[src/rtl/uart_frame_ctrl.sv]
// uart_frame_ctrl
// Sequences the byte stream of a single-byte UART receiver into command
// frames: HEADER, ADDR, LEN, PAYLOAD[LEN], CSUM. Payload bytes are buffered and
// committed as a burst of register writes only after the checksum matches.
// Length, checksum, inter-byte timeout and commit-overrun faults are reported.
//
// Ports:
//   clk        system clock
//   rst        asynchronous active-high reset
//   rx_valid   one-cycle strobe: rx_data holds a new byte
//   rx_data    received byte
//   wr_en      register write strobe (one write per cycle)
//   wr_addr    write address (base + index, 8-bit wrap)
//   wr_data    write data
//   frame_done one-cycle pulse after the last write of a good frame
//   frame_err  one-cycle pulse on a fault
//   err_code   fault cause, held until the next fault: 1=LEN, 2=CSUM, 3=timeout
//   overrun    one-cycle pulse when a byte arrives during COMMIT and is dropped
//   busy       high whenever the controller is not idle
module uart_frame_ctrl #(
   parameter logic [7:0] HEADER  = 8'h55,
   parameter int         MAX_LEN = 16,
   parameter int         TIMEOUT = 200000
) (
   input  logic       clk,
   input  logic       rst,
   input  logic       rx_valid,
   input  logic [7:0] rx_data,
   output logic       wr_en,
   output logic [7:0] wr_addr,
   output logic [7:0] wr_data,
   output logic       frame_done,
   output logic       frame_err,
   output logic [1:0] err_code,
   output logic       overrun,
   output logic       busy
);

   localparam int         AW       = (MAX_LEN > 1) ? $clog2(MAX_LEN) : 1;
   localparam int         CW       = $clog2(TIMEOUT + 1);
   localparam logic [7:0] MAX_LEN8 = 8'(MAX_LEN);

   typedef enum logic [2:0] {
      S_IDLE, S_ADDR, S_LEN, S_DATA, S_CSUM, S_COMMIT
   } state_t;

   state_t          state;
   logic [7:0]      base;
   logic [7:0]      len;
   logic [7:0]      idx;
   logic [7:0]      sum;
   logic [CW-1:0]   tcnt;
   logic [7:0]      mem [MAX_LEN];

   logic in_frame;
   logic tmo;
   logic mem_we;

   // The timeout only runs while a frame is being received; a byte arriving
   // on the terminal-count cycle takes priority over the timeout.
   assign in_frame = (state == S_ADDR) || (state == S_LEN) ||
                     (state == S_DATA) || (state == S_CSUM);
   assign tmo      = in_frame && !rx_valid && (tcnt == CW'(TIMEOUT - 1));
   assign mem_we   = (state == S_DATA) && rx_valid;

   // NOTE: the payload buffer has no reset; its contents are only read after
   // being written by the current frame, so clearing it would buy nothing.
   always_ff @(posedge clk) begin
      if (mem_we) mem[idx[AW-1:0]] <= rx_data;
   end

   // NOTE: all state and registered outputs use non-blocking assignments so
   // every read in this block sees the value from before the clock edge.
   always_ff @(posedge clk or posedge rst) begin
      if (rst) begin
         state      <= S_IDLE;
         base       <= '0;
         len        <= '0;
         idx        <= '0;
         sum        <= '0;
         tcnt       <= '0;
         wr_en      <= 1'b0;
         wr_addr    <= '0;
         wr_data    <= '0;
         frame_done <= 1'b0;
         frame_err  <= 1'b0;
         err_code   <= '0;
         overrun    <= 1'b0;
         busy       <= 1'b0;
      end else begin
         wr_en      <= 1'b0;
         frame_done <= 1'b0;
         frame_err  <= 1'b0;
         overrun    <= 1'b0;

         // Every state entry inside a frame happens on a byte, so clearing on
         // rx_valid also covers the clear-on-entry rule.
         if (rx_valid || !in_frame || tmo) tcnt <= '0;
         else                              tcnt <= tcnt + 1'b1;

         if (tmo) begin
            frame_err <= 1'b1;
            err_code  <= 2'd3;
            state     <= S_IDLE;
            busy      <= 1'b0;
         end else begin
            case (state)
               S_IDLE: begin
                  if (rx_valid && rx_data == HEADER) begin
                     state <= S_ADDR;
                     busy  <= 1'b1;
                  end
               end
               S_ADDR: begin
                  if (rx_valid) begin
                     base  <= rx_data;
                     sum   <= rx_data;
                     state <= S_LEN;
                  end
               end
               S_LEN: begin
                  if (rx_valid) begin
                     if (rx_data == 8'd0 || rx_data > MAX_LEN8) begin
                        frame_err <= 1'b1;
                        err_code  <= 2'd1;
                        state     <= S_IDLE;
                        busy      <= 1'b0;
                     end else begin
                        len   <= rx_data;
                        sum   <= sum + rx_data;
                        idx   <= '0;
                        state <= S_DATA;
                     end
                  end
               end
               S_DATA: begin
                  if (rx_valid) begin
                     sum <= sum + rx_data;
                     if (idx == len - 8'd1) state <= S_CSUM;
                     else                   idx   <= idx + 8'd1;
                  end
               end
               S_CSUM: begin
                  if (rx_valid) begin
                     if (rx_data == sum) begin
                        idx   <= '0;
                        state <= S_COMMIT;
                     end else begin
                        frame_err <= 1'b1;
                        err_code  <= 2'd2;
                        state     <= S_IDLE;
                        busy      <= 1'b0;
                     end
                  end
               end
               S_COMMIT: begin
                  // Bytes arriving while committing are dropped, not parsed.
                  overrun <= rx_valid;
                  if (idx == len) begin
                     frame_done <= 1'b1;
                     state      <= S_IDLE;
                     busy       <= 1'b0;
                  end else begin
                     wr_en   <= 1'b1;
                     wr_addr <= base + idx;
                     wr_data <= mem[idx[AW-1:0]];
                     idx     <= idx + 8'd1;
                  end
               end
               default: begin
                  state <= S_IDLE;
                  busy  <= 1'b0;
               end
            endcase
         end
      end
   end

endmodule

[config.mk]
export PLATFORM = sky130hd
export DESIGN_NAME = uart_frame_ctrl
export DESIGN_NICKNAME = d
export VERILOG_FILES = /design/src/rtl/uart_frame_ctrl.sv
export SDC_FILE = /design/constraint.sdc
export NUM_CORES = 1
export LEC_CHECK = 0
export BUFFER_PORTS_ARGS = -buffer_cell sky130_fd_sc_hd__buf_2
export CAP_MARGIN = 10
export CELL_PAD_IN_SITES_DETAIL_PLACEMENT = 0
export CELL_PAD_IN_SITES_GLOBAL_PLACEMENT = 1
export CORE_ASPECT_RATIO = 0.5
export CORE_MARGIN = 8
export CORE_UTILIZATION = 52
export CTS_CLUSTER_DIAMETER = 40
export DETAILED_ROUTE_END_ITERATION = 10
export GPL_ROUTABILITY_DRIVEN = 0
export HOLD_SLACK_MARGIN = 0.08
export PLACE_DENSITY = 0.77
export SLEW_MARGIN = 0
export SYNTH_ARGS = -nofsm -noshare
export SYNTH_HDL_FRONTEND = slang
export SYNTH_SLANG_ARGS = --single-unit
[constraint.sdc]
create_clock -name clk -period 3.45 [get_ports clk]
set_input_delay 0.345 -clock clk [delete_from_list [all_inputs] [get_ports clk]]
set_output_delay 0.345 -clock clk [all_outputs]
set_load 0.02 [all_outputs]
==> metrics.md <==
| Metric | Value |
|---|---|
| Post_cts resized | `0` |
| XOR/XNOR Fraction of Synth Area | `3.85%` |
| Critical Path, Cell by Cell | `ha_1, nor4_1, nand4_1, a221oi_2, o311ai_2, nand2b_1, or4_1, nand3_1` |
| Grt met3 use | `3.00%` |
| MaxCap Viol Count | `0` |
| Met1 Use GR | `25.6%` |
| Die height | `111 um` |
| Layout cell share with drive strength beyond 1 | `a little under a quarter` |
| Starting DRT DRC Count | `~410` |
| Sinks on Clock Net | `204` |
| Clock transition at the registers of the reported paths | `around 0.060 ns` |
| Sequential cell area | `5750 um^2` |
| Synthesized netlist cell count | `656` |
| DRC errors left | `0` |
| CP Launch Point | `sum[3]` |
| DRT Pass-1 Iters | `5` |
| Final hold vios | `0` |
| Synth Flop Type | `edfxtp_1` |
| Synth Area in Compound Gates | `about 5.3%` |
| Core Area | `around 17,000 um^2` |
| Crit path time final | `roughly 2.9 ns` |
| Startpoint types | `flip-flop` |
| Post-CTS setup buffers | `0` |
| Filler cells | `about 1,300` |
| Leak | `4.04 nW` |
| Async set or reset register ratio after synthesis | `37.3%` |
| Fin. max-slew vios | `0` |
| Launching point of the worst reg2reg path | `sum[3]` |
| Final setup violating endpoints | `0` |
| Clk Latency, worst-skew pair | `0.50 ns` |
| WP depth | `8` |
| Worst path top cell family by delay | `simple AND/OR/NAND/NOR gates` |
| GR Util All Layers | `around 18%` |
| Inserted Clock Buffers | `22` |
| DRT Wirelength | `around 20,000 um` |
| Sequential share of the synthesized area | `61.5%` |
| Mux cell area share after synthesis | `between 10% and 20%` |
| Reg2reg end | `idx[4]` |
| Worst Path Required | `3.87 ns` |
| Number of library cell types mapped by synthesis | `60` |
| Clock tree buffer depth | `3` |
| GRT Residual Overflow | `0` |
| Setup CP Type | `flip-flop to flip-flop` |
| Setup TNS | `0 ns` |
| H-tree levels | `1` |
| Top cells by area, synth | `edfxtp_1 41%, dfrtp_1 20%, mux4_2 9.6%` |
| Adder-cell share of the synthesized area | `3.11%` |
| Synth Cell Area | `9340 um^2` |
| Pwr dens | `slightly below 800 nW/um^2` |
| Syn Area/Cell | `14.2 um^2` |
| Busiest grt layer | `met2` |
| Max stage delay on crit path | `roughly 0.48 ns` |
| Synth top cells by count | `128 x edfxtp_1, 76 x dfrtp_1, 64 x nor2_1, 40 x mux4_2, 37 x nand2_1` |
| Status | `finished clean` |
| Register-to-register setup slack | `0.55 ns` |
| Number of synthesis warnings | `0` |
| Clock root cell | `clkbuf_16` |
| Max_slew headroom | `38.2%` |
| Syn Nets | `between 600 and 700` |
| Final Non-Filler Cells | `971` |
| Initial Utilization | `53.4%` |
| Area leader, netlist | `edfxtp_1` |
| Reg2reg path depth | `8` |
| Crit path buffers/inverters | `0` |
| Final-stage net count | `~750` |
| Multi-input logic area | `approximately 3400 um^2` |
| First-pass GRT wire length | `32,000 um` |
| Worst VDD drop | `0.386 mV` |
| Synth Area in Simple Gates | `around 11%` |
| Post-layout util | `60.9%` |
| Antenna viol nets, final | `0` |
| Ant diodes | `0` |
| Largest net degree at the start of global routing | `37` |
| Worst Skew | `0.0145 ns` |
| Critical Path Sink Type | `flip-flop` |
| Met2 usage | `28.6%` |
| FF+latch count, synth | `204` |
| DP Cell Count | `930` |
| Slowest cell on the critical path | `or4_1` |
| Port Buffers | `33` |
| Routed len/inst | `20.8 um` |
| Via count | `5,580` |
| Area grow syn2layout | `14.1%` |
| Hpwl dp | `roughly 13,000 um` |
| Initial antenna violation count | `0` |
| Worst-margin pin slew | `0.924 ns` |
| Class of the worst hold path | `primary input to flip-flop` |
| Vias in the first global route | `about 5,600` |
| Power after layout | `8.33 mW` |
| Worst hold endpoint | `overrun` |
| Top-count cell post-synth | `edfxtp_1` |
| Hold Crit Start | `rx_valid` |
| DP Worst Slack | `around 0.33 ns` |
| Hold depth | `2` |
| Via-per-instance ratio | `5.75` |
| CTS tree | `yes` |
| Area share of the largest cell type after synthesis | `41.2%` |
| Setup ws final | `roughly 0.55 ns` |
| Final period util | `84.0%` |
| Largest family of logic cells by synthesized area | `multiplexers` |
| EDFF count, synth | `128` |
| Die Width | `206 um` |
| Crit Path Max Fanout | `8` |
| Unrepaired setup endpoints after global routing | `no` |
| Die ar. | `~23,000 um^2` |
| Crit path DAT | `3.32 ns` |
| Row cnt | `34` |
| Max Freq | `between 300 and 400 MHz` |
| Ports | `34` |
-- sequential cells by signal, indices dropped and copies added (netlist names) --
register / count
busy: 1
frame_err: 1
tcnt: 18
wr_data: 8
idx: 8
state: 3
sum: 8
len: 8
overrun: 1
err_code: 2
frame_done: 1
mem: 128
wr_addr: 8
wr_en: 1
base: 8
-- worst max-delay path by stage --
| stage | endpoint | slack (ns) |
|---|---|---|
| finish | idx[4] | 0.55 |
| global route | idx[5] | 0.29 |
| CTS | idx[5] | 0.62 |
| detailed placement | idx[5] | 0.33 |
| global placement | idx[4] | 0.43 |
| floorplan | idx[4] | 0.98 |
-- placed cells by master, fill, tap and decap left out, types with 2 or more instances in the layout --
master,instances
mux2_2,26
a21oi_1,21
fa_1,2
a31oi_1,6
edfxtp_1,128
or4_1,4
mux4_2,40
ha_1,20
nor3_1,18
or3_1,4
o31ai_1,3
a211o_1,2
nand2_1,37
mux2i_1,4
and3_1,8
nor4_1,5
o21ai_0,12
nor2b_1,8
buf_2,33
nand3_1,16
and2_1,5
xnor2_1,19
clkbuf_16,23
inv_6,2
clkbuf_1,10
o21bai_1,4
inv_1,21
o211ai_1,6
nor3b_1,2
clkinv_2,2
buf_4,29
nand2b_1,8
nand4_1,9
nor2_1,64
xor2_1,22
nand3b_1,2
dfrtp_1,75
a21o_1,4
o21a_1,2
-- per-layer routing --
metal / routed length, um / part of all wire [%]
met3: 850 / 4.2
met4: 265 / 1.3
met2: 9570 / 47
met1: 9540 / 47
met5: 0 / 0
-- final cells by class --
cell class / count / area share (%)
sequential: 204 / 54.0
clock inverter: 7 / 0.799
clock buffer: 33 / 5.76
tap: 234 / 2.75
multi-input combinational: 406 / 32.0
timing repair buffer: 64 / 3.88
inverter: 23 / 0.822
-- logic make-up after synthesis --
logic type,count (synthesis)
fa+ha+maj,22
buf+inv,46
flops,204
mux,70
compound gates,73
simple gates,200
xor+xnor,41
-- power by group --
part / internal [mW] / switching [mW]
registers: 2.89 / 0.298
clock network: 1.32 / 0.958
logic: 1.31 / 1.55
total: 5.52 / 2.80
-- what timing repair did --
item,CTS,global route
hold buffers,1,0
hold endpoints to repair,34,0
endpoints found under the setup margin,0,0
-- stage by stage --
stage | hold slack [ns] | cell area [um^2]
finish | 0.239 | 10700
global route | 0.237 | 10700
CTS | 0.221 | 10700
detailed placement | 0.448 | 9940
global placement | 0.445 | 9940
floorplan | 0.444 | 9340
Note: power is estimated with default switching activity, not from simulation.
